<file path="config.mk">
export PLATFORM = sky130hd
export DESIGN_NAME = mc_ctrl_seq
export DESIGN_NICKNAME = d
export VERILOG_FILES = /design/src/rtl/mc_pkg.sv /design/src/rtl/mc_perf_cnt.sv /design/src/rtl/mc_ctrl_seq.sv
export SDC_FILE = /design/constraint.sdc
export NUM_CORES = 1
export LEC_CHECK = 0
export BUFFER_PORTS_ARGS = -buffer_cell sky130_fd_sc_hd__buf_2
export CAP_MARGIN = 20
export CORE_MARGIN = 2
export CORE_UTILIZATION = 56
export CTS_CLUSTER_DIAMETER = 120
export DETAILED_ROUTE_END_ITERATION = 6
export HOLD_SLACK_MARGIN = 0.05
export PLACE_DENSITY = 0.85
export SYNTH_ARGS = -nofsm -noshare
export SYNTH_HDL_FRONTEND = slang
export SYNTH_SLANG_ARGS = --single-unit
</file>
<file path="constraint.sdc">
create_clock -name clk -period 3.2 [get_ports clk]
set_input_delay 0.64 -clock clk [delete_from_list [all_inputs] [get_ports clk]]
set_output_delay 0.64 -clock clk [all_outputs]
set_load 0.01 [all_outputs]
</file>
<file path="src/rtl/mc_pkg.sv">
// Shared definitions for the RV32I multi-cycle control sequencer:
// opcode classes, FSM state encoding and datapath select codes.
package mc_pkg;

    localparam int unsigned OPC_W = 7;
    localparam int unsigned F3_W  = 3;
    localparam int unsigned SEL_W = 2;

    localparam logic [OPC_W-1:0] OP_R      = 7'b0110011;
    localparam logic [OPC_W-1:0] OP_I      = 7'b0010011;
    localparam logic [OPC_W-1:0] OP_LOAD   = 7'b0000011;
    localparam logic [OPC_W-1:0] OP_STORE  = 7'b0100011;
    localparam logic [OPC_W-1:0] OP_BRANCH = 7'b1100011;
    localparam logic [OPC_W-1:0] OP_JAL    = 7'b1101111;
    localparam logic [OPC_W-1:0] OP_JALR   = 7'b1100111;
    localparam logic [OPC_W-1:0] OP_LUI    = 7'b0110111;
    localparam logic [OPC_W-1:0] OP_AUIPC  = 7'b0010111;
    localparam logic [OPC_W-1:0] OP_SYSTEM = 7'b1110011;

    typedef enum logic [2:0] {
        IDLE   = 3'd0,
        FETCH  = 3'd1,
        DECODE = 3'd2,
        EXEC   = 3'd3,
        MEM    = 3'd4,
        WB     = 3'd5,
        HALT   = 3'd6,
        ERR    = 3'd7
    } state_e;

    localparam logic [SEL_W-1:0] PC_SEL_PLUS4 = 2'd0;
    localparam logic [SEL_W-1:0] PC_SEL_IMM   = 2'd1;
    localparam logic [SEL_W-1:0] PC_SEL_JALR  = 2'd2;

    localparam logic [SEL_W-1:0] WB_SEL_ALU   = 2'd0;
    localparam logic [SEL_W-1:0] WB_SEL_MDR   = 2'd1;
    localparam logic [SEL_W-1:0] WB_SEL_PC4   = 2'd2;

    // Only EBREAK (funct3 = 0) is accepted from the SYSTEM class.
    function automatic logic op_legal(input logic [OPC_W-1:0] op,
                                      input logic [F3_W-1:0]  f3);
        logic ok;
        ok = 1'b0;
        case (op)
            OP_R, OP_I, OP_LOAD, OP_STORE, OP_BRANCH,
            OP_JAL, OP_JALR, OP_LUI, OP_AUIPC: ok = 1'b1;
            OP_SYSTEM:                         ok = (f3 == 3'd0);
            default:                           ok = 1'b0;
        endcase
        return ok;
    endfunction

endpackage

</file>
<file path="src/rtl/mc_perf_cnt.sv">
// Free-running cycle counter and retired-instruction counter, both wrapping.
module mc_perf_cnt #(
    parameter int unsigned CNT_W = 32
) (
    input  logic             clk,
    input  logic             rst,
    input  logic             cyc_en,
    input  logic             ret_en,
    output logic [CNT_W-1:0] cycle_cnt,
    output logic [CNT_W-1:0] instret_cnt
);

    logic [CNT_W-1:0] cyc_q, cyc_d;
    logic [CNT_W-1:0] ret_q, ret_d;

    always_comb begin
        cyc_d = cyc_q;
        ret_d = ret_q;
        if (cyc_en) cyc_d = cyc_q + CNT_W'(1);
        if (ret_en) ret_d = ret_q + CNT_W'(1);
    end

    always_ff @(posedge clk or negedge rst) begin
        if (!rst) begin
            cyc_q <= '0;
            ret_q <= '0;
        end else begin
            cyc_q <= cyc_d;
            ret_q <= ret_d;
        end
    end

    assign cycle_cnt   = cyc_q;
    assign instret_cnt = ret_q;

endmodule

</file>
<file path="src/rtl/mc_ctrl_seq.sv">
// Multi-cycle FETCH/DECODE/EXEC/MEM/WB sequencer driving the shared RV32I
// datapath strobes, with req/ack memory handshakes and an ack timeout.
module mc_ctrl_seq
    import mc_pkg::*;
#(
    parameter int unsigned CNT_W    = 32,
    parameter int unsigned WAIT_MAX = 15,
    parameter int unsigned WAIT_W   = 4
) (
    input  logic             clk,
    input  logic             rst,
    input  logic [OPC_W-1:0] opcode,
    input  logic [F3_W-1:0]  funct3,
    input  logic             br_taken,
    input  logic             imem_ack,
    input  logic             dmem_ack,
    output logic             imem_req,
    output logic             dmem_req,
    output logic             dmem_we,
    output logic             ir_we,
    output logic             ab_we,
    output logic             alu_we,
    output logic             mdr_we,
    output logic             rf_we,
    output logic             pc_we,
    output logic [SEL_W-1:0] pc_sel,
    output logic [SEL_W-1:0] wb_sel,
    output logic             halted,
    output logic             err,
    output logic [CNT_W-1:0] cycle_cnt,
    output logic [CNT_W-1:0] instret_cnt
);

    localparam bit TMO_EN = (WAIT_MAX != 0);

    state_e            state_q, state_d;
    logic [WAIT_W-1:0] wait_q, wait_d;
    logic              halted_q, halted_d;
    logic              err_q, err_d;
    logic              timeout_c;
    logic              is_load_c, is_store_c;

    assign is_load_c  = (opcode == OP_LOAD);
    assign is_store_c = (opcode == OP_STORE);
    // An ack in the same cycle always takes priority over this.
    assign timeout_c  = TMO_EN && (wait_q == WAIT_W'(WAIT_MAX));

    // Next-state and strobe decode; wait counter defaults to clear so it
    // restarts on every entry to FETCH/MEM and after every ack.
    always_comb begin
        state_d  = state_q;
        wait_d   = '0;
        imem_req = 1'b0;
        dmem_req = 1'b0;
        dmem_we  = 1'b0;
        ir_we    = 1'b0;
        ab_we    = 1'b0;
        alu_we   = 1'b0;
        mdr_we   = 1'b0;
        rf_we    = 1'b0;
        pc_we    = 1'b0;
        pc_sel   = PC_SEL_PLUS4;
        wb_sel   = WB_SEL_ALU;

        case (state_q)
            IDLE: state_d = FETCH;
            FETCH: begin
                imem_req = 1'b1;
                if (imem_ack) begin
                    ir_we   = 1'b1;
                    state_d = DECODE;
                end else if (timeout_c) begin
                    state_d = ERR;
                end else begin
                    wait_d = wait_q + WAIT_W'(1);
                end
            end
            DECODE: begin
                ab_we = 1'b1;
                if (!op_legal(opcode, funct3)) state_d = ERR;
                else if (opcode == OP_SYSTEM)  state_d = HALT;
                else                           state_d = EXEC;
            end
            EXEC: begin
                alu_we = 1'b1;
                if (is_load_c || is_store_c) begin
                    state_d = MEM;
                end else if (opcode == OP_BRANCH) begin
                    pc_we   = 1'b1;
                    pc_sel  = br_taken ? PC_SEL_IMM : PC_SEL_PLUS4;
                    state_d = FETCH;
                end else begin
                    state_d = WB;
                end
            end
            MEM: begin
                dmem_req = 1'b1;
                dmem_we  = is_store_c;
                if (dmem_ack) begin
                    if (is_store_c) begin
                        pc_we   = 1'b1;
                        state_d = FETCH;
                    end else begin
                        mdr_we  = 1'b1;
                        state_d = WB;
                    end
                end else if (timeout_c) begin
                    state_d = ERR;
                end else begin
                    wait_d = wait_q + WAIT_W'(1);
                end
            end
            WB: begin
                rf_we   = 1'b1;
                pc_we   = 1'b1;
                state_d = FETCH;
                case (opcode)
                    OP_JAL: begin
                        pc_sel = PC_SEL_IMM;
                        wb_sel = WB_SEL_PC4;
                    end
                    OP_JALR: begin
                        pc_sel = PC_SEL_JALR;
                        wb_sel = WB_SEL_PC4;
                    end
                    OP_LOAD: wb_sel = WB_SEL_MDR;
                    default: ;
                endcase
            end
            HALT:    state_d = HALT;
            ERR:     state_d = ERR;
            default: state_d = IDLE;
        endcase

        halted_d = halted_q | (state_d == HALT);
        err_d    = err_q | (state_d == ERR);
    end

    always_ff @(posedge clk or negedge rst) begin
        if (!rst) begin
            state_q  <= IDLE;
            wait_q   <= '0;
            halted_q <= 1'b0;
            err_q    <= 1'b0;
        end else begin
            state_q  <= state_d;
            wait_q   <= wait_d;
            halted_q <= halted_d;
            err_q    <= err_d;
        end
    end

    assign halted = halted_q;
    assign err    = err_q;

    // Every PC update is a retirement; EBREAK and illegal never reach one.
    mc_perf_cnt #(
        .CNT_W (CNT_W)
    ) u_perf_cnt (
        .clk         (clk),
        .rst         (rst),
        .cyc_en      (1'b1),
        .ret_en      (pc_we),
        .cycle_cnt   (cycle_cnt),
        .instret_cnt (instret_cnt)
    );

endmodule

</file>
==> run metrics, run 1 <==
DRC errors left 0; status complete, no violations; RSZ-0062 raised after global routing false; Critical Path Source Type flop; Hold Path Class in -> async; final hold violations 0; fillers 448; Setup Skew 0.00934 ns; post-CTS sizing 0; total number of vias 2,773; Via-to-Cell Ratio 5.47; Crit Path Max Fanout 13; dpl ws 0.735 ns; dpl cells 490; # port buffers 93; io pins 94; commonest cells after routing, fill and taps aside buf_2 (93), dfrtp_1 (73), xnor2_1 (42); fmax 401 MHz; HPWL after DPL 5380 µm; crit path DAT 1.86 ns; clock transition at the registers of the reported paths 0.08 ns; H-tree level count 3; Clock Path Buffers 2; crit-path leading delay family simple AND/OR/NAND/NOR gates; syn avg cell area 10.7 µm²; Final Max Tran Viols 0; Final min period 2.50 ns; Post-synth EDFFs 0; Syn. warnings 0; CP peak stage delay 0.50 ns; sequential area share after synthesis 52.4%; hold buffers post-CTS 0; final worst slack 0.704 ns; Design Power 1750 µW; most common cell after layout, fill and taps aside buf_2; Die ar. 6870 µm²; Max Cap Viol 0; Post-Syn Area 3490 µm²; Chip Height 82.9 µm; antenna violations before repair 1; library cells used by synthesis 45; router iterations before antenna repair 4; Top FF cell, synth dfrtp_1; largest net degree at the start of global routing 42; # setup viols final 0; core area 5960 µm²; Worst path slowest cell dfrtp_1; antenna-violating nets left 0; slew margin rel. 49.8%; CTS root buffer clkbuf_8; crit-path cells nand3b_1, and3_1, nor2_1, buf_2; Tcrit/Tclk final 78.0%; area of the multi-input gates 1560 µm²; critical path capture point type primary output; starting DRC count in detailed routing 128; fin nets 444; vias in the first global route 2,618; Seq cells post-synth 73; Post-synth ARST share 100%; critical path startpoint state_q[1]$_DFF_PN0_; number of post-CTS setup repair buffers 0; CTS tree done; worst-skew pair later-pin latency 0.33 ns; PwrDens 411 nW/µm²; setup_tns 0 ns; post-placement cell area 4040 µm²; Max IR drop VDD 0.334 mV; global route overflow 0; post-synthesis net count 345; worst slew pin tran 0.754 ns; Pleak 0.00223 µW; Syn Inst Count 327; DR WL/cell 14.6 µm; Design Area, Final 4260 µm²; share of cells above drive strength 1 27.6%; worst path required time 2.56 ns; Area Growth Syn to Fin 22.2%; GR Util All Layers 21.9%; Crit Path Class reg -> out; Buf/Inv on CP 1; FP Rows 28; final wirelength 7410 µm; r2r startpoint state_q[1]$_DFF_PN0_; initial core utilization 58.6%; first-pass GRT wire length 12,500 µm; register area 1830 µm²; chip width 82.9 µm; Inserted Clock Buffers 9; gpl congestion 0.916; clk sink count 73; Final Instance Count excl. Fillers 507
## power by group
group	switching (µW)	internal, µW	total (µW)	leakage, µW
clock	331	460	791	0.000113
combinational	28.5	11.6	40.1	0.00116
sequential	0.00516	922	922	0.000959
## kinds of logic (layout without fill, tap and decap cells)
| group | after synthesis | in the layout | synth area share (%) |
|---|---|---|---|
| other | 0 | 1 | 0 |
| buffers and inverters | 24 | 128 | 2.87 |
| flip-flops | 73 | 73 | 52.4 |
| XOR/XNOR | 62 | 62 | 15.6 |
| adder cells (fa/ha/maj) | 3 | 3 | 1.08 |
| AND/OR/NAND/NOR | 143 | 143 | 23.4 |
| multiplexers | 1 | 1 | 0.323 |
| AO/OA/AOI/OAI | 21 | 21 | 4.38 |
## final timing paths
path	endpoint	slack, ns	cells past startpoint
hold reg to reg	err$_DFF_PN0_	0.47	1
min in group clk	err$_DFF_PN0_	0.47	1
setup / recovery	pc_we	0.70	4
hold / removal	u_perf_cnt.cycle_cnt[1]$_DFF_PN0_	0.37	1
setup reg to reg	u_perf_cnt.instret_cnt[11]$_DFFE_PN0P_	1.00	5
max in group asynchronous	u_perf_cnt.instret_cnt[27]$_DFFE_PN0P_	2.16	2
## worst reg2reg max path: stages (launching register included)
cell      delay, ns
dfrtp_1        0.50
nand3b_1       0.38
and3_1         0.27
nor3_1         0.52
and3_1         0.26
xor2_1         0.19
## registers in the layout, indices dropped and copies added (netlist names)
name                    count
err                         1
wait_q                      4
u_perf_cnt.instret_cnt     32
state_q                     3
u_perf_cnt.cycle_cnt       32
halted                      1
## final cells by class
class	instances	area share (%)
timing repair buffer	95	11.6
multi-input combinational	230	36.6
inverter	17	1.50
sequential	73	42.9
clock buffer	11	3.32
clock inverter	5	1.85
antenna	1	0.0587
tap	75	2.20
## cells in the mapped netlist, drive strengths merged, types with 3 or more instances
library cell	instances	area share, %
nor4	6	1.4
o21ai	4	0.57
or3	3	0.54
a31oi	3	0.54
and4	6	1.5
nor3	13	1.9
nand2	26	2.8
inv	17	1.8
xnor2	42	11
buf	3	0.61
xor2	20	5.0
and3	14	2.5
ha	3	1.1
dfrtp	73	52
nand3	22	3.2
clkbuf	4	0.43
nand4	17	3.5
nor2	20	2.2
## metal layers
metal  vias up  GRT usage, %  wire length [µm]
met5         -             0                 0
met4         0          9.54               178
met3        14          3.38               233
met2        62          33.6              3500
met1      1350          31.0              3500
li1       1347             -                 -
## per-stage QoR
| stage | hold WS [ns] | util (%) |
|---|---|---|
| 2_1_floorplan | 0.344 | - |
| 3_3_place_gp | 0.451 | 67.8 |
| 3_5_place_dp | 0.457 | 67.8 |
| 4_1_cts | 0.380 | 71.5 |
| 5_1_grt | 0.422 | 71.5 |
| 6_report | 0.367 | 71.5 |
Power figures use the tool's default switching activity.
==> run 2, diff against run 1 <==
- CORE_UTILIZATION: 56 -> 47
- PLACE_DENSITY: 0.85 -> 0.76
- clock period: 3.2 -> 2.25 ns (I/O delays scaled with it)
==> run 2 against run 1 <==
Against the previous run: sequential power is 42% higher; sequential share of layout area down 1.2 points; critical endpoint is now dmem_we; largest power group unchanged; cell area grew 3.0%.
==> run metrics, run 2 (same netlist as run 1, synthesis figures left out) <==
share of cells above drive strength 1 30.4%; core area 7210 µm²; CTS root buffer clkbuf_8; Comb pwr share 2.3%; Crit Path Class reg -> out; commonest cells after routing, fill and taps aside buf_2 (93), dfrtp_1 (72), xnor2_1 (42); # port buffers 93; Hold Path Class in -> async; Max IR drop VDD 0.360 mV; clk sink count 73; # setup viols final 0; Die ar. 8120 µm²; crit path DAT 1.75 ns; Via-to-Cell Ratio 5.23; Net Sw Power 547 µW; Design Power 2510 µW; io pins 94; DRC errors left 0; HPWL after DPL 5370 µm; hold buffers post-CTS 0; router iterations before antenna repair 4; Clk network pwr share 45.6%; CTS tree done; PwrDens 573 nW/µm²; Crit Path Max Fanout 12; final hold violations 0; FP Rows 31; post-layout util 60.8%; status complete, no violations; first-pass GRT wire length 12,600 µm; chip width 90.1 µm; number of inserted diodes 0; fin nets 454; Chip Height 90.1 µm; initial core utilization 48.3%; Max Cap Viol 0; Setup Skew 0.0106 ns; starting DRC count in detailed routing 96; gpl congestion 0.896; final wirelength 7360 µm; P_int 1970 µW; Inserted Clock Buffers 9; Final min period 2.20 ns; Critical Path Source Type flop; switch share 21.8%; critical path capture point type primary output; GR Util All Layers 19.0%; Area Growth Syn to Fin 25.8%; global route overflow 0; worst slew pin tran 0.430 ns; Flop pwr share 52.2%; Pleak 0.00228 µW; largest net degree at the start of global routing 74; Clock Path Buffers 2; total number of vias 2,826; antenna-violating nets left 0; antenna violations before repair 0; vias in the first global route 2,718; Final Max Tran Viols 0; Tcrit/Tclk final 97.9%; H-tree level count 3; worst path required time 1.80 ns; slew margin rel. 71.3%; DR WL/cell 13.6 µm; worst-skew pair later-pin latency 0.34 ns; most common cell after layout, fill and taps aside buf_2; fmax 454 MHz; clock transition at the registers of the reported paths 0.08 ns; final hold slack 0.121 ns
## run 2: path summary, 6_finish.rpt
path | start | to | slack [ns] | depth (start not counted)
worst max-delay path | state_q[1]$_DFF_PN0_ | dmem_we | 0.05 | 4
worst min register to register | u_perf_cnt.cycle_cnt[31]$_DFF_PN0_ | u_perf_cnt.cycle_cnt[31]$_DFF_PN0_ | 0.47 | 1
min in group clk | u_perf_cnt.cycle_cnt[31]$_DFF_PN0_ | u_perf_cnt.cycle_cnt[31]$_DFF_PN0_ | 0.47 | 1
max in group asynchronous | rst | state_q[2]$_DFF_PN0_ | 1.81 | 2
worst min-delay path | rst | u_perf_cnt.cycle_cnt[27]$_DFF_PN0_ | 0.12 | 2
worst max register to register | u_perf_cnt.instret_cnt[2]$_DFFE_PN0P_ | u_perf_cnt.instret_cnt[29]$_DFFE_PN0P_ | 0.21 | 5
## run 2: layout make-up
type / count / area (µm²)
Clock inverter: 7 / 103
Inverter: 17 / 63.8
Multi-Input combinational cell: 230 / 1580
Timing Repair Buffer: 105 / 568
Tap cell: 99 / 124
Sequential cell: 73 / 1830
Fill cell: 618 / 2830
Clock buffer: 9 / 124
## run 2: layer usage
layer,global-route usage (%),vias to the layer above,routed length [µm]
li1,-,1367,-
met1,24.9,1390,3380
met2,31.5,54,3610
met3,3.02,15,215
met4,8.33,0,155
met5,0,-,0
## run 2: worst max-delay path: stages, from the launching register on
cell and delay, ns:
dfrtp_1 0.38, buf_4 0.17, or3_4 0.40, nor4_2 0.28
buf_2 0.18
## run 2: what timing repair did
item,4_1_cts,5_1_grt
setup buffers,0,2
gates cloned,0,0
endpoints found under the hold margin,0,0
endpoints found under the setup margin,2,3
pin swaps,0,1
resized for setup,1,3
## run 2: power groups by stage
stage / clock network, µW / registers [µW] / logic, µW
final: 1140 / 1310 / 57.5
after global routing: 1240 / 1310 / 66.7
after CTS: 1170 / 1310 / 59.2
after detailed placement: 0 / 1340 / 58.9
after global placement: 0 / 1340 / 57.9
after floorplan: 0 / 1340 / 10.4
## run 2: stage by stage
| stage | cells | worst slack, ns | TNS [ns] | instance area (µm²) |
|---|---|---|---|---|
| final | 540 | 0.0472 | 0 | 4390 |
| after global placement | 522 | 0.150 | 0 | 4130 |
| after CTS | 538 | 0.00598 | 0 | 4360 |
| after global routing | 540 | -0.0115 | -0.0115 | 4390 |
| after detailed placement | 522 | 0.0805 | 0 | 4130 |
| after floorplan | 327 | 0.265 | 0 | 3490 |
